**src/rtl/cache_controller.sv**
```systemverilog
// Write-through / write-allocate controller for a 4-way set-associative cache with per-set round-robin victims.
// Define MEM_TIMEOUT_EN to enable the memory-wait watchdog that aborts with cpu_resp_err.
module cache_controller #(
  parameter int NUM_SETS       = 32,
  parameter int NUM_WAYS       = 4,
  parameter int TIMEOUT_CYCLES = 255
) (
  input  logic        clk,
  input  logic        reset_n,
  input  logic        cpu_req_valid,
  output logic        cpu_req_ready,
  input  logic        cpu_req_write,
  input  logic [31:0] cpu_req_addr,
  input  logic [31:0] cpu_req_wdata,
  output logic        cpu_resp_valid,
  output logic [31:0] cpu_resp_rdata,
  output logic        cpu_resp_err,
  output logic        cache_read,
  output logic        cache_write,
  output logic [31:0] cache_address,
  output logic [31:0] cache_write_data,
  output logic [1:0]  cache_replace_way,
  input  logic [31:0] cache_read_data,
  input  logic        cache_hit,
  output logic        mem_req_valid,
  input  logic        mem_req_ready,
  output logic        mem_req_write,
  output logic [31:0] mem_req_addr,
  output logic [31:0] mem_req_wdata,
  input  logic        mem_resp_valid,
  input  logic [31:0] mem_resp_rdata
);

  typedef enum logic [2:0] {
    IDLE, LOOKUP, MEM_RD_REQ, MEM_RD_WAIT, FILL, MEM_WR_REQ, MEM_WR_WAIT, RESP
  } state_t;

  state_t      state, state_nxt;
  logic        write_q;
  logic [31:0] addr_q, wdata_q, data_q;
  logic [1:0]  ptr_q [NUM_SETS];
  logic [4:0]  idx;
  logic        ptr_adv;
  logic        abort;
  logic        err_q;

  assign idx     = addr_q[9:5];
  assign ptr_adv = (state == FILL) || (state == LOOKUP && write_q && !cache_hit);

  function automatic logic [1:0] next_way(input logic [1:0] w);
    return (w == 2'(NUM_WAYS - 1)) ? 2'd0 : w + 2'd1;
  endfunction

  always_comb begin
    state_nxt         = state;
    cpu_req_ready     = 1'b0;
    cpu_resp_valid    = 1'b0;
    cpu_resp_rdata    = 32'h0;
    cache_read        = 1'b0;
    cache_write       = 1'b0;
    cache_address     = 32'h0;
    cache_write_data  = 32'h0;
    cache_replace_way = 2'd0;
    mem_req_valid     = 1'b0;
    mem_req_write     = 1'b0;
    mem_req_addr      = 32'h0;
    mem_req_wdata     = 32'h0;
    unique case (state)
      IDLE: begin
        cpu_req_ready = 1'b1;
        if (cpu_req_valid) state_nxt = LOOKUP;
      end
      LOOKUP: begin
        cache_address = addr_q;
        cache_read    = 1'b1;
        if (write_q) begin
          // The array updates the matching way on a hit, otherwise allocates at the victim.
          cache_write       = 1'b1;
          cache_write_data  = wdata_q;
          cache_replace_way = ptr_q[idx];
          state_nxt         = MEM_WR_REQ;
        end else begin
          state_nxt = cache_hit ? RESP : MEM_RD_REQ;
        end
      end
      MEM_RD_REQ, MEM_WR_REQ: begin
        mem_req_valid = 1'b1;
        mem_req_write = write_q;
        mem_req_addr  = addr_q;
        mem_req_wdata = write_q ? wdata_q : 32'h0;
        if (mem_req_ready) state_nxt = write_q ? MEM_WR_WAIT : MEM_RD_WAIT;
      end
      MEM_RD_WAIT: if (mem_resp_valid) state_nxt = FILL;
      MEM_WR_WAIT: if (mem_resp_valid) state_nxt = RESP;
      FILL: begin
        cache_address     = addr_q;
        cache_write       = 1'b1;
        cache_write_data  = data_q;
        cache_replace_way = ptr_q[idx];
        state_nxt         = RESP;
      end
      RESP: begin
        cpu_resp_valid = 1'b1;
        cpu_resp_rdata = (write_q || err_q) ? 32'h0 : data_q;
        state_nxt      = IDLE;
      end
      default: state_nxt = IDLE;
    endcase
    if (abort) state_nxt = RESP;
  end

  always_ff @(posedge clk or negedge reset_n) begin
    if (!reset_n) begin
      state   <= IDLE;
      write_q <= 1'b0;
      addr_q  <= 32'h0;
      wdata_q <= 32'h0;
      data_q  <= 32'h0;
      for (int s = 0; s < NUM_SETS; s++) ptr_q[s] <= 2'd0;
    end else begin
      state <= state_nxt;
      if (state == IDLE && cpu_req_valid) begin
        write_q <= cpu_req_write;
        addr_q  <= cpu_req_addr;
        wdata_q <= cpu_req_wdata;
        data_q  <= 32'h0;
      end
      if (state == LOOKUP && !write_q && cache_hit) data_q <= cache_read_data;
      if (state == MEM_RD_WAIT && mem_resp_valid)    data_q <= mem_resp_rdata;
      if (ptr_adv) ptr_q[idx] <= next_way(ptr_q[idx]);
    end
  end

`ifdef MEM_TIMEOUT_EN
  localparam logic [7:0] TMO_LIMIT = 8'(TIMEOUT_CYCLES);

  logic [7:0] tmo_cnt;
  logic       in_mem;
  logic       stalled;

  assign in_mem  = (state == MEM_RD_REQ) || (state == MEM_RD_WAIT) ||
                   (state == MEM_WR_REQ) || (state == MEM_WR_WAIT);
  // A handshake or response landing on the limit cycle wins over the abort.
  assign stalled = ((state == MEM_RD_REQ) || (state == MEM_WR_REQ)) ? !mem_req_ready : !mem_resp_valid;
  assign abort   = in_mem && stalled && (tmo_cnt == TMO_LIMIT);

  always_ff @(posedge clk or negedge reset_n) begin
    if (!reset_n) begin
      tmo_cnt <= 8'd0;
      err_q   <= 1'b0;
    end else begin
      if (state_nxt != state) tmo_cnt <= 8'd0;
      else if (in_mem)        tmo_cnt <= tmo_cnt + 8'd1;
      if (state == IDLE && cpu_req_valid) err_q <= 1'b0;
      else if (abort)                     err_q <= 1'b1;
    end
  end

  assign cpu_resp_err = (state == RESP) && err_q;
`else
  assign abort        = 1'b0;
  assign err_q        = 1'b0;
  assign cpu_resp_err = 1'b0;
`endif

endmodule

```
**config.mk**
```make
export PLATFORM = sky130hd
export DESIGN_NAME = cache_controller
export DESIGN_NICKNAME = d
export VERILOG_FILES = /design/src/rtl/cache_controller.sv
export SDC_FILE = /design/constraint.sdc
export NUM_CORES = 1
export LEC_CHECK = 0
export CELL_PAD_IN_SITES_DETAIL_PLACEMENT = 0
export CELL_PAD_IN_SITES_GLOBAL_PLACEMENT = 1
export CORE_MARGIN = 1
export CORE_UTILIZATION = 52
export DETAILED_ROUTE_END_ITERATION = 8
export DONT_BUFFER_PORTS = 1
export HOLD_SLACK_MARGIN = 0.15
export PLACE_DENSITY_LB_ADDON = 0.1
export SLEW_MARGIN = 30
export SYNTH_ARGS = -nofsm -noshare
export SYNTH_HDL_FRONTEND = slang
export SYNTH_SLANG_ARGS = --single-unit
```
**constraint.sdc**
```tcl
create_clock -name clk -period 5 [get_ports clk]
set_clock_uncertainty 0.2 [all_clocks]
set_input_delay 1 -clock clk [delete_from_list [all_inputs] [get_ports clk]]
set_output_delay 1 -clock clk [all_outputs]
set_load 0.01 [all_outputs]
```
==> impl_results.md, run 1 <==
* Leak at roughly 0.0043 uW
* MaxCap Viol Count at 0
* Clk slew on worst S/H paths at approximately 70 ps
* Pwr per Cell Area at 689 mW/mm2
* Vias in the first global route at 6,261
* Worst-skew pair later-pin latency at 430 ps
* Drt first pass iters at 5
* Clk root buf: clkbuf_16
* Row cnt at 46
* Flops & latches, synth at around 160
* Number of gates resized after cts at 0
* Total number of vias at ~6,300
* FF+latch area at 0.00411 mm2
* Crit-path max FO at 21
* Die span in x at ~130 um
* Remaining Overflow, GRT at 0
* Final TNS setup at 0 ps
* Core footprint at between 0.015 and 0.02 mm2
* Relative slew slack at between 30 and 40%
* Crit-path cells: mux4_2 -> a22o_1 -> or4_4 -> and2_4
* Worst EP required at 3800 ps
* Status: finished, final reports clean
* CP arrival at approximately 2800 ps
* Multi-input logic area at about 0.0042 mm2
* CP Capture Type: output port
* GRT met1 Usage at 34.8%
* Post-DP Area at 0.00863 mm2
* Postcts setup bufs at 0
* Synth Instances at roughly 800
* Initial Utilization at between 50% and 60%
* Mapped Nets at approximately 940
* Routing usage on met3 at about 6%
* Antenna violations before repair at 0
* Area of the die at around 0.017 mm2
* First-pass GRT wire length at 34,600 um
* Worst Tran Pin Value at between 900 and 1000 ps
* Maximum clock path buffer count at 2
* Inserted Clock Buffers at 17
* Setup violators final at 0
* Worst VDD drop at 0.000380 V
* GPL Wtd Cong at approximately 0.8
* Post-synthesis sequential area ratio at 47.7%
* FFs w/ async S/R, synth at 100%
* Die Ht at 131 um
* Area Growth Syn to Fin at 8.55%
* Hold WC Path Type: primary input to asynchronous set/reset pin
* Tot GR Track Use at 26.9%
* Clock tree from TritonCTS: built
* Final hold vios at 0
* Setup CP Type: flip-flop to output port
* Syn_area_per_cell at roughly 11 um2
* Io pins at 304
* Nets at 897
* Starting DRT DRC Count at roughly 420
* Met2 usage at 44.4%
* GRT busiest layer: met2
* Hpwl dp at around 15,000 um
* Vias per Instance at approximately 6.4
* Post-synth EDFFs at 0
* Cell Area, Synth at about 0.0086 mm2
* Crit path max-delay cell type: dfrtp_2
* Synth cell types at 52
* Largest net degree at the start of global routing at 165
* Largest stage delay, worst path at about 750 ps
* ANT cells at 0
* Crit share post-route at 79.3%
* Hold slack at between 60 and 70 ps
* Yosys warnings at 0
* Tmin final at 3970 ps
* RSZ-0062 raised after global routing: false
* Fill count at ~1,400
* Crit start category: flip-flop
* Synth Flop Type: dfrtp_1
* Sink Count at between 150 and 200
* Final Power at between 6000 and 7000 uW
* Routed Antenna Nets at 0
* # port buffers at 0
* Total routed wirelength at 23,200 um
* Max Slew Vio Count at 0
* H-tree Lvls at 4
* WL/cell at about 23 um
* FMAX at around 0.25 GHz
* Final Instance Area at slightly above 0.009 mm2
* DRC viols at 0
* Layout cells sized above 1 at roughly a fifth
[flip-flops by register name (all words and copies together), names as in the netlist]
signal   count
addr_q      32
ptr_q       64
data_q      32
write_q      1
wdata_q     32
state        3
[worst max-delay path: cells and delay by family (launching register included)]
| family | cells | cell delay (ps) |
|---|---|---|
| simple gates | 2 | 740 |
| compound gates | 1 | 260 |
| flops | 1 | 750 |
| mux | 1 | 580 |
[metrics by stage]
step,worst slack [ps],std cells,utilization [%]
3_5_place_dp,1220,958,53.9
6_report,1030,990,58.4
3_3_place_gp,1050,958,53.9
2_1_floorplan,1690,806,-
4_1_cts,891,990,58.3
5_1_grt,914,990,58.4
[synthesized netlist by cell type (all sizes together), types with 3 or more instances]
library cell	n	area, um2
dfrtp	164	4100
and3	65	407
nand2b	3	18.8
clkbuf	56	210
o221ai	5	43.8
mux2	94	1060
nand3b	3	22.5
nand2	72	270
nor3b	8	60.1
mux2i	9	90.1
o21ai	39	218
and2	67	422
a22o	37	324
buf	16	135
o32ai	3	41.3
nor3	5	25.0
or3b	5	43.8
nor2	44	165
a21oi	37	185
inv	7	26.3
mux4	12	297
a22oi	33	248
or3	3	18.8
[cells in the final DEF, fill, tap and decap left out, drive strengths merged, types with 3 or more instances in the layout]
master  netlist  routed
a21oi        37      37
a22o         37      37
a22oi        33      33
and2         67      67
and3         65      65
buf          16       8
bufinv        0       6
clkbuf       56      21
dfrtp       164     164
inv           7       8
mux2         94      94
mux2i         9       9
mux4         12      12
nand2        72      72
nand2b        3       3
nand3b        3       3
nor2         44      44
nor3          5       5
nor3b         8       8
o21ai        39      39
o221ai        5       5
o32ai         3       3
or3           3       3
or3b          5       5
[cell families after synthesis]
| family | count (synthesis) | synth area share [%] |
|---|---|---|
| other | 1 | 0.0436 |
| DFF | 164 | 47.7 |
| muxes | 115 | 16.8 |
| buffers and inverters | 79 | 4.32 |
| adders and majority gates | 1 | 0.145 |
| and+or+nand+nor | 284 | 17.8 |
| xor gates and xnor gates | 1 | 0.102 |
| AOI/OAI and AO/OA | 161 | 13.0 |
[area by class of cell]
| cell class | count | area share, % |
|---|---|---|
| Timing Repair Buffer | 8 | 0.643 |
| Inverter | 7 | 0.281 |
| Sequential cell | 164 | 44.0 |
| Clock buffer | 21 | 5.04 |
| Multi-Input combinational cell | 563 | 44.8 |
| Tap cell | 216 | 2.89 |
| Clock inverter | 11 | 2.37 |
[per-layer routing]
metal  vias to the layer above  part of all wire [%]
li1                       2805                     -
met1                      3168                    40
met2                       276                    50
met3                        43                   7.1
met4                         0                   2.6
met5                         -                     0
[power by group]
group	switching, uW	leakage (uW)	internal (uW)
Clock	546	0.000330	981
Sequential	618	0.00208	1880
Combinational	1400	0.00188	1000
Total	2560	0.00429	3870
[final timing paths]
check,from,cells past startpoint,slack [ps],to
hold reg to reg,ptr_q[26],2,280,ptr_q[26]
min in group clk,ptr_q[26],2,280,ptr_q[26]
setup reg to reg,addr_q[5],6,1380,ptr_q[0]
setup / recovery,addr_q[5],4,1030,cache_replace_way[1]
max in group asynchronous,reset_n,0,4300,data_q[31]
hold / removal,reset_n,0,60,ptr_q[27]
(Power assumes the default switching activity.)
==> inputs of run 2 (changes only) <==
- CORE_UTILIZATION: 52 -> 48
- clock period: 5 -> 3.91 ns (I/O delays scaled with it)
==> impl_results.md, run 2 (synthesized netlist as in run 1, its figures left out) <==
* Finished Layout Cells at around 1,000
* Tmin final at 3670 ps
* Remaining Overflow, GRT at 0
* GPL Wtd Cong at ~0.84
* Setup CP Type: flip-flop to output port
* Tot GR Track Use at about a quarter
* Switch share at 41.3%
* Leak at 0.00431 uW
* Total routed wirelength at 24,000 um
* Io pins at 304
* Antenna violations before repair at 2
* Die span in x at between 100 and 150 um
* Layout cells sized above 1 at a little over a fifth
* CP Capture Type: output port
* Clk slew on worst S/H paths at about 60 ps
* Post-DP Area at 0.00878 mm2
* Die Ht at around 140 um
* Starting DRT DRC Count at about 370
* Final TNS setup at 0 ps
* H-tree Lvls at 4
* Clock tree from TritonCTS: built
* CP arrival at approximately 2700 ps
* Inserted Clock Buffers at 17
* Nets at 909
* Maximum clock path buffer count at 2
* Reg2Reg Depth at 6
* Failing checks: negative hold slack
* Clock Power Share at 20.3%
* Fill count at ~1,600
* Clk root buf: clkbuf_16
* Routed Antenna Nets at 0
* Initial Utilization at roughly 50%
* Vias in the first global route at 6,164
* Most frequent cells in the layout: dfrtp_1 (164), mux2_2 (90), nand2_1 (72)
* Reg power frac at 38.3%
* Comb pwr share at between 40% and 50%
* Hold WC Path Type: primary input to asynchronous set/reset pin
* Number of gates resized after cts at 0
* P_int at between 4000 and 5000 uW
* Vias per Instance at around 6.3
* Relative slew slack at approximately two fifths
* Row cnt at 48
* Max Slew Vio Count at 0
* Largest net degree at the start of global routing at 165
* Hold slack at -151 ps
* Placed Instances at a little under 1,000
* Crit-path max FO at 22
* Sw power at approximately 3400 uW
* Pwr per Cell Area at 867 mW/mm2
* Worst VDD drop at 0.000417 V
* MaxCap Viol Count at 0
* Final hold vios at ~160
* Final Power at between 8000 and 9000 uW
* Postcts setup bufs at 0
* Hpwl dp at around 17,000 um
* Worst Tran Pin Value at just over 900 ps
* Commonest non-fill, non-tap cell in the layout: dfrtp_1
* Largest Register: ptr_q
* Total number of vias at roughly 6,400
* DRC viols at 0
* Setup violators final at 0
* # port buffers at 0
* WL/cell at approximately 24 um
* Final Instance Area at about 0.0094 mm2
* Core footprint at between 0.015 and 0.02 mm2
* First-pass GRT wire length at 35,900 um
* Status: finished, violations left
* Area Growth Syn to Fin at 8.84%
* Worst-skew pair later-pin latency at between 400 and 500 ps
* Area of the die at approximately 0.018 mm2
* Largest register FFs at 64
* RSZ-0062 raised after global routing: false
* Drt first pass iters at 5
* FMAX at approximately 0.27 GHz
* Crit share post-route at between 90% and 100%
* Worst EP required at a little under 3000 ps
* Crit start category: flip-flop
* Sink Count at between 150 and 200
run 2: worst paths after layout:
kind	from	to	slack, ps
min	reset_n	ptr_q[20]	-150
min reg2reg	ptr_q[2]	ptr_q[2]	280
max	addr_q[6]	cache_replace_way[1]	240
max reg2reg	addr_q[6]	ptr_q[0]	320
min in group clk	cpu_req_addr[9]	addr_q[9]	280
max in group asynchronous	reset_n	addr_q[12]	3310
run 2: worst max-delay path, stage by stage, from the launching register on:
cell and delay (ps):
dfrtp_1 870, mux4_2 420, a22o_1 240, or4_4 540
and2_4 190
run 2: layer usage:
layer	up-vias	GRT usage (%)	part of all wire [%]
li1	2836	-	-
met4	2	9.44	2.2
met5	-	0	0.038
met3	36	6.56	6.4
met1	3243	32.5	40
met2	252	43.1	51
run 2: power by group through the flow:
stage,registers [uW],logic [uW],clock network [uW]
4_1_cts,3100,3390,1690
6_report,3110,3360,1650
2_1_floorplan,2740,2820,0
3_3_place_gp,3090,3310,0
5_1_grt,3210,3660,1750
3_5_place_dp,3120,3390,0
run 2: stage by stage:
stage / setup WS, ps / utilization, %
after detailed placement: 346 / 50.4
final: 238 / 53.8
after global placement: 471 / 50.4
after floorplan: 659 / -
after CTS: 237 / 53.7
after global routing: 88.4 / 53.8
run 2: area by class of cell:
| class | instances | area, um2 | share of cell area [%] |
|---|---|---|---|
| Antenna cell | 1 | 2.50 | 0.0267 |
| Clock buffer | 18 | 439 | 4.69 |
| Clock inverter | 14 | 143 | 1.52 |
| Inverter | 7 | 26.3 | 0.281 |
| Multi-Input combinational cell | 563 | 4170 | 44.5 |
| Sequential cell | 164 | 4100 | 43.8 |
| Tap cell | 225 | 282 | 3.01 |
| Timing Repair Buffer | 20 | 200 | 2.14 |
==> inputs of run 3 (changes only) <==
- CORE_UTILIZATION: 48 -> 35
==> impl_results.md, run 3 (synthesized netlist as in run 1, its figures left out) <==
* Remaining Overflow, GRT at 0
* Crit share post-route at a little over 90%
* Drt first pass iters at 4
* Maximum clock path buffer count at 2
* Most frequent cells in the layout: dfrtp_1 (164), mux2_2 (90), nand2_1 (72)
* Hold slack at -153 ps
* CP Capture Type: output port
* Sink Count at roughly 160
* Largest net degree at the start of global routing at between 150 and 200
* Worst EP required at a little under 3000 ps
* Row cnt at 57
* DRC viols at 0
* Total routed wirelength at 25,700 um
* Postcts setup bufs at 0
* Vias per Instance at ~5.7
* Buf/Inv on CP at 2
* Area Growth Syn to Fin at 10.1%
* Status: finished, violations left
* # port buffers at 0
* Relative slew slack at around 37%
* Worst VDD drop at between 0.0004 and 0.0005 V
* Pwr per Cell Area at 862 mW/mm2
* Area of the die at 0.0252 mm2
* Commonest non-fill, non-tap cell in the layout: dfrtp_1
* Crit path max-delay cell type: dfrtp_1
* Worst-skew pair later-pin latency at about 420 ps
* Core footprint at 0.0242 mm2
* Final Instance Area at between 0.009 and 0.01 mm2
* Most common cell on crit path: buf_4
* MaxCap Viol Count at 0
* Hpwl dp at ~18,000 um
* Failing checks: negative hold slack
* Tmin final at ~3700 ps
* Hold WC Path Type: primary input to asynchronous set/reset pin
* Crit-path cells: buf_4 -> or3b_2 -> o32ai_1 -> o21a_1 -> nor3b_1 -> buf_4 -> nor2_1
* Io pins at slightly above 300
* FMAX at roughly 0.27 GHz
* Clock Power Share at a little over a fifth
* Clk slew on worst S/H paths at around 70 ps
* Vias in the first global route at 6,439
* Switch share at between 40% and 50%
* Worst Tran Pin Value at approximately 950 ps
* WL/cell at between 20 and 25 um
* Die span in x at about 160 um
* GPL Wtd Cong at roughly 0.82
* Setup violators final at 0
* Layout cells sized above 1 at between 20% and 30%
* Largest register FFs at 64
* Routed Antenna Nets at 0
* Nets at 911
* Comb pwr share at roughly two fifths
* Antenna violations before repair at 1
* Post-DP Area at a little under 0.009 mm2
* Total number of vias at roughly 6,300
* ANT cells at 0
* Clk root buf: clkbuf_16
* P_int at approximately 4800 uW
* Top Family by Delay on Critical Path: flip-flops
* Largest Register: ptr_q
* Leak at about 0.0043 uW
* First-pass GRT wire length at 39,300 um
* Reg power frac at about two fifths
* Inserted Clock Buffers at 17
* Die Ht at approximately 160 um
* Setup CP Type: flip-flop to output port
* Sw power at 3410 uW
* Final TNS setup at 0 ps
* Final hold vios at 164
* Largest stage delay, worst path at between 800 and 900 ps
* RSZ-0062 raised after global routing: false
* Initial Utilization at a little over a third
* Max Slew Vio Count at 0
* Tot GR Track Use at roughly a fifth
* Starting DRT DRC Count at 390
* CP arrival at around 2700 ps
* H-tree Lvls at 4
* Clock tree from TritonCTS: built
* Crit-path max FO at 19
* Number of gates resized after cts at 0
* Crit start category: flip-flop
run 3: area by class of cell:
cell class | instances | area, um2
well taps | 324 | 405
inverters | 7 | 26.3
flip-flops and latches | 164 | 4100
clock inverters | 14 | 165
multi-input cells | 563 | 4160
clock buffers | 18 | 429
repair buffers | 22 | 178
fillers | 2331 | 14700
run 3: metrics by stage:
step	util [%]	cells	total power, uW	hold slack, ps	setup slack, ps
2_1_floorplan	-	806	5560	243	659
3_3_place_gp	36.7	1080	6410	262	482
3_5_place_dp	36.7	1080	6490	275	344
4_1_cts	39.2	1112	8250	-172	220
5_1_grt	39.2	1112	8700	-182	87.4
6_report	39.2	1112	8160	-153	257
run 3: routing by layer:
| metal | part of all wire [%] | up-vias | routed length (um) | GRT usage (%) |
|---|---|---|---|---|
| li1 | - | 2833 | - | - |
| met1 | 40 | 3209 | 10300 | 24.1 |
| met2 | 52 | 227 | 13400 | 35.6 |
| met3 | 6.5 | 20 | 1670 | 5.59 |
| met4 | 1.4 | 0 | 373 | 6.49 |
| met5 | 0 | - | 0 | 0 |
run 3: final timing paths:
kind,startpoint,endpoint,slack (ps),cells past startpoint
setup / recovery,addr_q[6],cache_replace_way[0],260,7
hold / removal,reset_n,addr_q[3],-150,0
hold reg to reg,ptr_q[40],ptr_q[40],290,2
min in group clk,cpu_req_write,write_q,290,2
max in group asynchronous,reset_n,ptr_q[28],3380,0
setup reg to reg,addr_q[6],ptr_q[0],370,6
run 3: worst reg2reg max path: stages (launching register included):
cell and delay, ps:
dfrtp_1 830, mux4_2 430, a22o_1 240, or4_4 540, ha_1 210, or4b_4 750, o21ai_0 270
run 3: power by group through the flow:
stage                     clock network [uW]  registers (uW)  logic [uW]
after floorplan                            0            2740        2820
after global placement                     0            3120        3300
after detailed placement                   0            3130        3360
after CTS                               1780            3120        3360
after global routing                    1850            3240        3620
final                                   1730            3120        3300
==> variant 1 (config.mk and constraints of run 3) <==
Set the parameter `NUM_SETS` to 64 (it was 32).
--- a/src/rtl/cache_controller.sv
+++ b/src/rtl/cache_controller.sv
@@ -2,5 +2,5 @@
 // Define MEM_TIMEOUT_EN to enable the memory-wait watchdog that aborts with cpu_resp_err.
 module cache_controller #(
-  parameter int NUM_SETS       = 32,
+  parameter int NUM_SETS       = 64,
   parameter int NUM_WAYS       = 4,
   parameter int TIMEOUT_CYCLES = 255
Function: no difference found for any inputs over 4 cycles, from zero or initial values and one cycle with reset_n low; that may be too few to reach the edited logic, so the function may still have changed.
==> variant 1 against run 3 <==
- the run still ends with hold timing left
- area after synthesis is 2.0% lower
- clock power is 2% higher
- via count decreased by 7.8%
- register-to-register slack better by 340 ps
- fmax is 4.9% higher
- synthesized cell count down 9.2%
- power increased by 2.4%
- worst setup slack better by 170 ps
- sequential cell count is the same
- wire length decreased by 1.1%
- utilization grew 0.68 points
- combinational power up 5%
- design area fell by 0.92%
- worst hold slack improved by 2.7 ps
- largest cell class is now flip-flops and latches
- highest routed layer unchanged
==> variant 1: results (changes against run 3) <==
Final nets=849 (-6.8%); dpl cell area=8760 um^2 (-1.3%); max FFs per register=64 (unchanged); failing checks=hold timing; Final Hold Viols=164 (unchanged); Seq/Total Area, Yosys=48.7% (+0.98 points); DRT Wirelength=25,500 um (-1.1%); status=finished, violations left; H-tree lvl count=4 (unchanged); slowest CP cell=mux4_2; Synth Area in XOR/XNOR=0% (-0.10 points); initial antenna violation count=0 (-1); met1 usage=24.6% (+0.49 points); Synth Area in Adders=0.148% (+0.0030 points); M1 WL=10,100 um (-2.7%); Met2 Wirelength=13,400 um (about the same); critical path peak fanout=7 (-12); Combinational Power Share=41.7% (+1.2 points); instance count of the mapped netlist=732 (-9.2%); worst-margin pin slew=677 ps (-270 ps); first-pass GRT wire length=38,000 um (-3.3%); GPL Wtd Cong=0.797 (-3.3%); pre-CTS WS=705 ps (+361 ps); Distinct cells, synth=45 (-13%); Comb. pwr=3.48 mW (+5%); metal3 WL=1680 um (+0.66%); routed len/inst=24.4 um (+5.3%); Post-Syn Nets=868 (-7.9%); placed insts=1,013 (-6.2%); GR Util met2=36.7% (+1.1 points); Pleak=4.34 nW (about the same); ranking of synthesized cells by area=dfrtp_1 49%, mux2_2 14%, and2_1 5.3%, a222oi_1 3.8%, mux4_2 3.7%; GR Util met3=5.92% (+0.33 points); Starting DRT DRC Count=415 (+6.4%); Fin Hold WS=-151 ps (+2.66 ps); critical path's largest stage delay=510 ps (-320 ps); part of the power in registers=37.2% (-1.1 points); layout cells sized above 1=25.1% (+3.5 points); Worst IR Drop VDD=334 uV (-22%); vias in the first global route=6,064 (-5.8%)
==> variant 1: cell count changes in the layout (fill, tap and decap cells not counted), moves of 27 or more <==
| cell | before | now |
|---|---|---|
| a21oi_1 | 37 | 4 |
| a222oi_1 | 1 | 32 |
| a22oi_1 | 33 | 2 |
| and3_1 | 65 | 36 |
| inv_1 | 7 | 34 |
| nand2_1 | 72 | 21 |
| nor2b_1 | 1 | 33 |
==> variant 1: worst paths after layout <==
path | cells after the start | to | slack [ps]
max in group asynchronous | 0 | data_q[18] | 3420
min | 0 | ptr_q[110] | -150
min in group clk | 2 | data_q[14] | 280
min reg2reg | 1 | ptr_q[118] | 290
max reg2reg | 7 | ptr_q[93] | 710
max | 5 | cache_replace_way[0] | 430
==> variant 1: final cells by class <==
class,instances,area (um^2)
Clock inverter,13,175
Multi-Input combinational cell,469,3930
Inverter,36,135
Timing Repair Buffer,25,200
Fill cell,2325,14200
Tap cell,319,399
Clock buffer,19,443
Sequential cell,164,4100
==> variant 2 (flow settings as in run 3) <==
Without the edit above. Re-encode `state_t` (8 states) as one-hot, 8 bits wide.
--- a/src/rtl/cache_controller.sv
+++ b/src/rtl/cache_controller.sv
@@ -32,6 +32,6 @@
 );
 
-  typedef enum logic [2:0] {
-    IDLE, LOOKUP, MEM_RD_REQ, MEM_RD_WAIT, FILL, MEM_WR_REQ, MEM_WR_WAIT, RESP
+  typedef enum logic [7:0] {
+    IDLE = 8'b00000001, LOOKUP = 8'b00000010, MEM_RD_REQ = 8'b00000100, MEM_RD_WAIT = 8'b00001000, FILL = 8'b00010000, MEM_WR_REQ = 8'b00100000, MEM_WR_WAIT = 8'b01000000, RESP = 8'b10000000
   } state_t;
 
Check against the original RTL: same outputs for any inputs over 4 cycles, from zero or initial values and one cycle with reset_n low; so few cycles prove little.
==> variant 2 against run 3 <==
- the flow still finishes with violations (hold timing)
- critical path type unchanged
- combinational power is 28% lower
- synthesized cell count is 25% higher
- via count is 17% higher
- worst setup slack better by 51 ps
- power is 14% lower
- design area is 4.9% higher
- sequential cell count is 5 higher
- largest cell class unchanged
- wire length is 17% higher
- area after synthesis is 4.4% higher
==> variant 2: results (changes against run 3) <==
status=finished, violations left; failing checks=hold timing; Yosys top cell area share=46.8% (-0.89 points); placed wire-length estimate=20,100 um (+14%); Met2 Wirelength=13,500 um (+1.4%); Pleak=4.75 nW (+9.6%); Final Hold Viols=168 (+2.4%); Vias=7,328 (+17%); Worst IR Drop VDD=295 uV (-32%); critical path launch point=state[3]; layout cells sized above 1=10.3% (-11 points); ranking of synthesized cells by area=dfrtp_1 47%, nand2_1 9.9%, and3_1 4.6%, and2_1 4.5%, a22o_1 3.2%; Seq/Total Area, Yosys=47.1% (-0.60 points); M1 WL=13,900 um (+34%); synth cell count leaders=238 x nand2_1, 168 x dfrtp_1, 75 x clkbuf_1; first-pass GRT wire length=45,300 um (+15%); critical path peak fanout=66 (+47); Fin Hold WS=-148 ps (+5.32 ps); Starting DRT DRC Count=534 (+37%); largest net degree at the start of global routing=170 (+3.0%); relative max-transition margin=56.8% (+20 points); dpl cell area=9260 um^2 (+4.3%); Distinct cells, synth=55 (+5.8%); topmost layer with routed signal wires=met5; Total GRT Usage=23.0% (+2.6 points); detail-routed via count per cell=5.61 (-0.79%)
[variant 2: final timing paths]
kind	slack, ps	depth (start not counted)	endpoint
max	310	4	mem_req_wdata[26]
min	-150	0	ptr_q[19]
max reg2reg	850	10	ptr_q[48]
min reg2reg	290	1	ptr_q[55]
max in group asynchronous	3410	0	state[0]
min in group clk	250	1	state[2]
[variant 2: power breakdown]
group	internal, mW	total, mW	switching (mW)
combinational	0.811	2.36	1.55
sequential	2.29	2.86	0.573
clock	1.04	1.82	0.776
total	4.14	7.04	2.90
[variant 2: what timing repair did]
item,CTS,global route
endpoints found under the hold margin,169,169
endpoints found under the setup margin,0,60
resized for setup,0,1
[variant 2: routing by layer]
metal	up-vias	GRT usage, %
met1	3639	32.4
li1	3380	-
met3	32	6.36
met2	275	34.3
met5	-	0
met4	2	6.52
[variant 2: worst max-delay path, cell delays in order, from the launching register on]
cell and delay (ps):
dfrtp_1 480, nor4_4 450, nor4b_4 480, buf_6 410, and3_1 300
[variant 2: layout make-up]
type,count,area [um^2],area share [%]
clock buffers,18,439,4.42
flip-flops and latches,169,4230,42.6
well taps,330,413,4.16
inverters,11,41.3,0.416
repair buffers,27,264,2.66
multi-input cells,737,4360,43.9
clock inverters,14,185,1.86
[variant 2: cells by family after synthesis]
group | count (synthesis) | share of synthesized area, %
XOR/XNOR | 3 | 0.293
other | 1 | 0.0418
multiplexers | 45 | 7.11
adder cells (fa/ha/maj) | 1 | 0.139
AO/OA/AOI/OAI | 167 | 13.1
flip-flops | 169 | 47.1
buffers and inverters | 99 | 4.61
AND/OR/NAND/NOR | 520 | 27.6
